===== config.mk =====
export PLATFORM = sky130hd
export DESIGN_NAME = bootloader_flash_fetch
export DESIGN_NICKNAME = d
export VERILOG_FILES = /design/src/rtl/boot_pkg.sv /design/src/rtl/boot_fetch_fifo.sv /design/src/rtl/bootloader_flash_fetch.sv
export SDC_FILE = /design/constraint.sdc
export NUM_CORES = 1
export LEC_CHECK = 0
export CORE_ASPECT_RATIO = 2
export CORE_UTILIZATION = 40
export DETAILED_ROUTE_END_ITERATION = 8
export SLEW_MARGIN = 20
export SYNTH_ARGS = -nofsm -noshare
export SYNTH_HDL_FRONTEND = slang
export SYNTH_SLANG_ARGS = --single-unit

===== constraint.sdc =====
create_clock -name clk -period 8.5 [get_ports clk]
set_input_delay 1.7 -clock clk [delete_from_list [all_inputs] [get_ports clk]]
set_output_delay 1.7 -clock clk [all_outputs]
set_load 0.005 [all_outputs]

===== src/rtl/boot_pkg.sv =====
// boot_pkg: constants and encodings shared by the bootloader fetch stage and the verifier
package boot_pkg;
   localparam logic [31:0] BOOTLOADER_START = 32'h1000_0000;
   localparam int BOOTLOADER_WORDS = 1024;
   typedef enum logic [2:0] {ST_IDLE, ST_FETCH, ST_FLUSH, ST_DONE, ST_ERROR} fetch_state_t;
   typedef enum logic [1:0] {STAGE_FETCH, STAGE_LOAD, STAGE_HASH, STAGE_VERIFY} boot_stage_t;
endpackage


===== src/rtl/boot_fetch_fifo.sv =====
// boot_fetch_fifo: synchronous FIFO with flush; the caller never pushes when full
// (unless also popping) and never pops when empty
module boot_fetch_fifo #(
   parameter int DEPTH = 4
) (
   input  logic                           clk,
   input  logic                           rst,
   input  logic                           push,
   input  logic                           pop,
   input  logic                           flush,
   input  logic [31:0]                    din,
   output logic [31:0]                    dout,
   output logic                           full,
   output logic                           empty,
   output logic [$clog2(DEPTH+1)-1:0]     count
);
   localparam int AW = $clog2(DEPTH);
   localparam logic [$clog2(DEPTH+1)-1:0] FULL_CNT = ($clog2(DEPTH+1))'(DEPTH);
   logic [31:0] mem [DEPTH];
   logic [AW-1:0] wr_ptr, rd_ptr;
   assign full = count == FULL_CNT;
   assign empty = count == '0;
   assign dout = mem[rd_ptr];
   always_ff @(posedge clk) if (push) mem[wr_ptr] <= din;
   always_ff @(posedge clk) begin
      if (rst || flush) begin
         wr_ptr <= '0;
         rd_ptr <= '0;
         count <= '0;
      end else begin
         if (push) wr_ptr <= wr_ptr + 1'b1;
         if (pop) rd_ptr <= rd_ptr + 1'b1;
         count <= push && !pop ? count + 1'b1 : pop && !push ? count - 1'b1 : count;
      end
   end
endmodule


===== src/rtl/bootloader_flash_fetch.sv =====
// bootloader_flash_fetch: streams the bootloader image from flash through a credit-limited
// FIFO onto a valid/ready stream, reporting flash timeouts and spurious responses
module bootloader_flash_fetch
   import boot_pkg::*;
#(
   parameter logic [31:0] START_ADDR     = BOOTLOADER_START,
   parameter int          NUM_WORDS      = BOOTLOADER_WORDS,
   parameter int          FIFO_DEPTH     = 4,
   parameter int          TIMEOUT_CYCLES = 256
) (
   input  logic        clk,
   input  logic        rst,
   input  logic        start,
   input  logic        abort,
   output logic [31:0] flash_addr,
   output logic        flash_read_en,
   input  logic [31:0] flash_data,
   input  logic        flash_data_valid,
   output logic [31:0] out_data,
   output logic        out_valid,
   input  logic        out_ready,
   output logic        out_last,
   output logic        busy,
   output logic        done,
   output logic        error
);
   localparam int CW = $clog2(NUM_WORDS + 1);
   localparam int OW = $clog2(FIFO_DEPTH + 1);
   localparam int TW = $clog2(TIMEOUT_CYCLES + 1);
   localparam logic [CW-1:0] NW = CW'(NUM_WORDS);
   localparam logic [CW-1:0] LAST = CW'(NUM_WORDS - 1);
   localparam logic [OW:0] DEPTH = (OW+1)'(FIFO_DEPTH);
   localparam logic [TW-1:0] TLIM = TW'(TIMEOUT_CYCLES - 1);
   fetch_state_t state;
   logic [CW-1:0] issued, accepted;
   logic [OW-1:0] outstanding, out_nxt, fifo_count;
   logic [TW-1:0] tcnt;
   logic in_fetch, fifo_empty, fifo_full, resp, spurious, timeout, push, pop, flush;
   assign in_fetch = state == ST_FETCH;
   assign busy = in_fetch || state == ST_FLUSH;
   assign done = state == ST_DONE;
   assign error = state == ST_ERROR;
   assign resp = flash_data_valid && busy && outstanding != '0;
   assign spurious = flash_data_valid && in_fetch && outstanding == '0;
   assign timeout = busy && outstanding != '0 && !resp && tcnt == TLIM;
   // Credit counts both in-flight reads and buffered words, so the FIFO can never overflow
   assign flash_read_en = in_fetch && !abort && issued < NW &&
                          {1'b0, outstanding} + {1'b0, fifo_count} < DEPTH;
   assign push = resp && in_fetch && !abort && (!fifo_full || pop);
   assign pop = in_fetch && !abort && out_valid && out_ready;
   assign flush = in_fetch && (abort || timeout || spurious);
   assign out_valid = !fifo_empty;
   assign out_last = out_valid && accepted == LAST;
   assign out_nxt = flash_read_en && !resp ? outstanding + 1'b1 :
                    resp && !flash_read_en ? outstanding - 1'b1 : outstanding;
   boot_fetch_fifo #(.DEPTH(FIFO_DEPTH)) u_fifo (
      .clk(clk),
      .rst(rst),
      .push(push),
      .pop(pop),
      .flush(flush),
      .din(flash_data),
      .dout(out_data),
      .full(fifo_full),
      .empty(fifo_empty),
      .count(fifo_count)
   );
   always_ff @(posedge clk) begin
      if (rst) begin
         state <= ST_IDLE;
         issued <= '0;
         accepted <= '0;
         outstanding <= '0;
         tcnt <= '0;
         flash_addr <= START_ADDR;
      end else begin
         outstanding <= out_nxt;
         tcnt <= (resp || !busy || outstanding == '0) ? '0 : tcnt + 1'b1;
         if (flash_read_en) begin
            issued <= issued + 1'b1;
            flash_addr <= flash_addr + 32'd4;
         end
         if (pop) accepted <= accepted + 1'b1;
         case (state)
            ST_FETCH: state <= abort ? ST_FLUSH : (timeout || spurious) ? ST_ERROR :
                               (pop && accepted == LAST) ? ST_DONE : ST_FETCH;
            ST_FLUSH: state <= timeout ? ST_ERROR : out_nxt == '0 ? ST_IDLE : ST_FLUSH;
            default: if (start && !abort) begin
               state <= ST_FETCH;
               issued <= '0;
               accepted <= '0;
               outstanding <= '0;
               flash_addr <= START_ADDR;
            end
         endcase
      end
   end
endmodule

==> results of run 1 <==
==> final timing paths <==
check,from,to,slack [ns],cells after the start
setup / recovery,abort,flash_read_en,3.03,5
hold / removal,tcnt[0],tcnt[0],0.45,1
setup reg to reg,outstanding[1],u_fifo.count[2],5.21,12
hold reg to reg,tcnt[0],tcnt[0],0.45,1
==> where the power goes <==
part | internal (mW) | switching, mW
logic | 0.0326 | 0.0352
registers | 1.05 | 0.00652
clock network | 0.513 | 0.346
==> metal layers <==
metal	GRT usage, %	vias to the layer above	wire [µm]
met5	0	-	0
met2	30.8	103	8770
li1	-	2315	-
met3	2.77	23	739
met4	4.73	0	337
met1	15.1	2375	5520
==> logic make-up after synthesis <==
logic type,after synthesis,synth area share (%)
AOI/OAI and AO/OA,33,2.43
adders and majority gates,16,2.53
DFF,204,65.5
other,1,0.0458
muxes,36,9.30
and+or+nand+nor,194,12.2
xor gates and xnor gates,56,5.98
buffers and inverters,38,2.06
==> critical path, delay by kind of cell <==
family	cells	cell delay, ns
buffers and inverters	3	1.50
and+or+nand+nor	2	0.57
==> per-stage QoR <==
step	hold WS [ns]	power, mW	utilization (%)	cells
finish	0.453	1.99	50.6	958
global route	0.479	2.06	50.6	958
CTS	0.453	2.01	50.6	958
detailed placement	0.438	1.15	47.5	926
global placement	0.427	1.15	47.5	926
floorplan	0.413	1.12	-	579
==> flip-flops by register name, indices dropped and copies added, names as in the netlist, named ones only <==
register / count
u_fifo.rd_ptr: 2
outstanding: 3
state: 3
tcnt: 9
issued: 11
u_fifo.count: 3
u_fifo.wr_ptr: 2
flash_addr: 30
accepted: 11
u_fifo.mem: 128
==> layout by cell type (no fill, tap or decap), types with 2 or more instances in the layout <==
cell type / count
buf_4: 3
nor3_1: 9
or3b_2: 2
edfxtp_1: 128
a21o_1: 2
inv_1: 15
nand2_1: 32
ha_1: 15
nand4_1: 7
a41oi_1: 2
mux4_2: 32
and3_1: 15
clkbuf_1: 5
nand3_1: 17
xor2_1: 36
bufinv_16: 3
a21oi_1: 12
dfxtp_1: 75
and2_2: 4
nor3b_1: 2
and2_1: 3
clkbuf_16: 19
nor2_1: 70
nor2b_1: 2
conb_1: 2
nand2b_1: 4
xnor2_1: 20
mux2i_1: 3
a211oi_1: 4
clkdlybuf4s50_1: 105
and4_1: 5
nand3b_1: 2
or3_1: 9
o21ai_0: 9
==> cell type report <==
cell class | instances | area (µm²) | area share (%)
inverter | 15 | 56.3 | 0.556
timing repair buffer | 108 | 1070 | 10.6
sequential | 204 | 5370 | 53.0
clock buffer | 25 | 508 | 5.02
tap | 262 | 328 | 3.24
multi-input combinational | 337 | 2670 | 26.4
clock inverter | 7 | 115 | 1.14
==> qor.csv, run 1 <==
metric,value,unit
irDropWorstVdd,0.000124,V
post_drt_via_cell_ratio,5.03,
synth_edf_count,128,
synthFlopType,edfxtp_1,
cts-buffers-inserted,19,
p_leak,3.31,nW
slew_headroom,40.9,%
num_vias,4816,
powerDensity,196,nW/µm²
synth.most_common_cell,edfxtp_1,
synth_cell_types,50,
drive_gt1_share,10.8,%
worstSkewPairLatency,0.49,ns
root_buffer,clkbuf_16,
critPathLaunchType,primary input,
grt.total_usage,15.4,%
yosysSeqAreaShare,65.5,%
cp.required,6.80,ns
max_stage_delay,0.59,ns
fin_setup_tns,0,ns
hold_viol,0,
core,20000,µm²
routedWlPerCell,16.0,µm
netlist.area_leader.share,46.9,%
drtAntennaViolNets,0,
overflow,0,
dieHeight,204,µm
max_freq,0.183,GHz
yosys_register_bits,204,
critical_path_class,in2out,
pin_count,108,
grt_pass1_vias,5177,
post-route-period-util,64.3,%
maxCapViolations,0,
antenna_found_initial,0,
synth_commonest_cells,"edfxtp_1, dfxtp_1, nor2_1",
rows,73,
path_clk_slew,0.06,ns
hp-class,reg2reg,
dr.pass1.iters,4,
grt_first_pass_wirelength,25.3,mm
synth_area_leaders,"edfxtp_1, dfxtp_1, mux4_2",
tightest_slew,0.887,ns
die_area,21100,µm²
cts.sinks,204,
die_w,103,µm
area_delta_synth_final,23.4,%
slew_viol_final,0,
placedInstanceArea,9500,µm²
grt_max_degree,56,
synthCells,578,
numPortBuffers,105,
cts_resized,0,
fillCellCount,1703,
setup_ws,3.03,ns
outcome,finished clean,
cp_cell_sequence,clkdlybuf4s50_1 -> nor4b_4 -> nand3_2 -> inv_1 -> clkdlybuf4s50_1,
cpMaxStageDelayCell,clkdlybuf4s50_1,
synth_area_per_cell,14.2,µm²
synth_area_leader_cell,edfxtp_1,
endpoint_kind,output pin,
syn_area,8200,µm²
wl,15.4,mm
post-cts-setup-buffers,0,
first_iter_violations,113,
final_area,10100,µm²
max-clock-path-buffers,3,
route.detailed.drc,0,
crit_top_cell,clkdlybuf4s50_1,
cts_tree,built,
async_reset_ff_share,0,%
num_antenna_cells,0,
cp.arrival,3.77,ns
crit_fanout,13,
clock_skew,0.0193,ns
period_needed,5.47,ns
hold_buffers,0,
final_nets,739,
final-setup-viol-count,0,
dp.final_hpwl,10.3,mm
gp_congestion,0.803,
dpl_worst_slack,2.99,ns
grt_setup_unrepaired,false,
cts_htree_levels,1,
yosys_warnings,0,
initial_core_util,41.0,%
(Power assumes the default switching activity.)
==> run 2, diff against run 1 <==
==> constraint.sdc (replaced) <==
create_clock -name clk -period 4.7 [get_ports clk]
set_input_delay 0.94 -clock clk [delete_from_list [all_inputs] [get_ports clk]]
set_output_delay 0.94 -clock clk [all_outputs]
set_load 0.005 [all_outputs]
==> qor.csv, run 2 (same netlist as run 1, synthesis figures left out) <==
metric,value,unit
outcome,finished clean,
cp_cell_sequence,clkdlybuf4s50_1 -> nor4b_4 -> nand3_2 -> inv_1 -> clkdlybuf4s50_1,
crit_fanout,10,
wl,15.7,mm
multi_input_area,2670,µm²
reg_top3,"u_fifo.mem x128, flash_addr x30",
drive_gt1_share,11.7,%
route.detailed.drc,0,
grt_pass1_vias,5157,
clock_skew,0.00935,ns
seqCellArea,5370,µm²
cpMaxStageDelayCell,clkdlybuf4s50_1,
overflow,0,
dp.final_hpwl,10.8,mm
root_buffer,clkbuf_16,
area_delta_synth_final,23.3,%
num_antenna_cells,0,
rows,73,
cts-buffers-inserted,19,
path_clk_slew,0.06,ns
largest_register_ffs,128,
hp-class,reg2reg,
worstSkewPairLatency,0.47,ns
routedWlPerCell,16.3,µm
top_register,u_fifo.mem,
hold_buffers,0,
placedInstanceArea,9550,µm²
p_leak,3.32,nW
irDropWorstVdd,0.000243,V
cp-startpoint,abort,
holdCritStartpoint,tcnt[0],
reg2reg_from,outstanding[1],
drtAntennaViolNets,0,
final_area,10100,µm²
first_iter_violations,106,
grt.total_usage,15.3,%
grt_setup_unrepaired,false,
period_needed,3.66,ns
cp_top_family,buffers and inverters,
post-cts-setup-buffers,0,
cp.required,3.76,ns
slew_viol_final,0,
cp.arrival,2.72,ns
final_nets,746,
post_drt_via_cell_ratio,5.01,
cts_resized,0,
final-setup-viol-count,0,
dieHeight,204,µm
hold_viol,0,
fillCellCount,1699,
max_freq,0.273,GHz
post-route-period-util,78.0,%
grt_first_pass_wirelength,25.2,mm
max-clock-path-buffers,3,
slew_headroom,45.2,%
die_area,21100,µm²
critPathLaunchType,primary input,
critical_path_class,in2out,
antenna_found_initial,0,
final_common_cell,edfxtp_1,
tightest_slew,0.815,ns
gp_congestion,0.741,
initial_core_util,41.0,%
fin_setup_tns,0,ns
num_vias,4826,
die_w,103,µm
grt_max_degree,56,
maxCapViolations,0,
cts.sinks,204,
pin_count,108,
numPortBuffers,105,
crit_top_cell,clkdlybuf4s50_1,
dr.pass1.iters,4,
cts_htree_levels,1,
layout_common_cells,"edfxtp_1, clkdlybuf4s50_1, dfxtp_1",
cts_tree,built,
path_buf_inv,3,
core,20000,µm²
endpoint_kind,output pin,
max_stage_delay,0.52,ns
powerDensity,340,nW/µm²
-- run 2: cell count changes in the layout (fill, tap and decap cells not counted) --
cell,delta
clkbuf_8,+1
clkinvlp_2,+1
clkbuf_1,-1
bufinv_16,-3
inv_6,+1
buf_4,+7
-- run 2: worst paths after layout --
| check | endpoint | slack (ns) | cells after the start |
|---|---|---|---|
| worst min register to register | tcnt[0] | 0.44 | 1 |
| worst max-delay path | flash_read_en | 1.04 | 5 |
| worst min-delay path | tcnt[0] | 0.44 | 1 |
| worst max register to register | u_fifo.count[2] | 1.48 | 12 |
-- run 2: cell type report --
| cell class | count | area share (%) |
|---|---|---|
| clock buffers | 25 | 5.13 |
| well taps | 262 | 3.24 |
| clock inverters | 6 | 0.384 |
| flip-flops and latches | 204 | 53.1 |
| repair buffers | 115 | 11.1 |
| inverters | 15 | 0.557 |
| multi-input cells | 337 | 26.4 |
-- run 2: routing by layer --
| layer | vias to the layer above | track usage, % | routed length, µm |
|---|---|---|---|
| met1 | 2379 | 16.1 | 5890 |
| met4 | 0 | 4.83 | 302 |
| met2 | 96 | 30.1 | 8940 |
| met3 | 23 | 2.02 | 552 |
| li1 | 2328 | - | - |
| met5 | - | 0 | 0 |
-- run 2: power by group --
part / internal (mW) / switching [mW]
Sequential: 1.90 / 0.0115
Combinational: 0.0589 / 0.0641
Clock: 0.778 / 0.615
Total: 2.74 / 0.690
-- run 2: stage by stage --
stage | setup WS, ns | total power, mW | cells | hold WS [ns] | util (%)
6_report | 1.04 | 3.43 | 964 | 0.445 | 50.5
5_1_grt | 0.906 | 3.55 | 964 | 0.472 | 50.5
4_1_cts | 0.991 | 3.48 | 964 | 0.445 | 50.5
3_5_place_dp | 0.837 | 2.08 | 933 | 0.436 | 47.7
3_3_place_gp | 0.905 | 2.07 | 933 | 0.424 | 47.7
2_1_floorplan | 1.55 | 2.02 | 579 | 0.413 | -
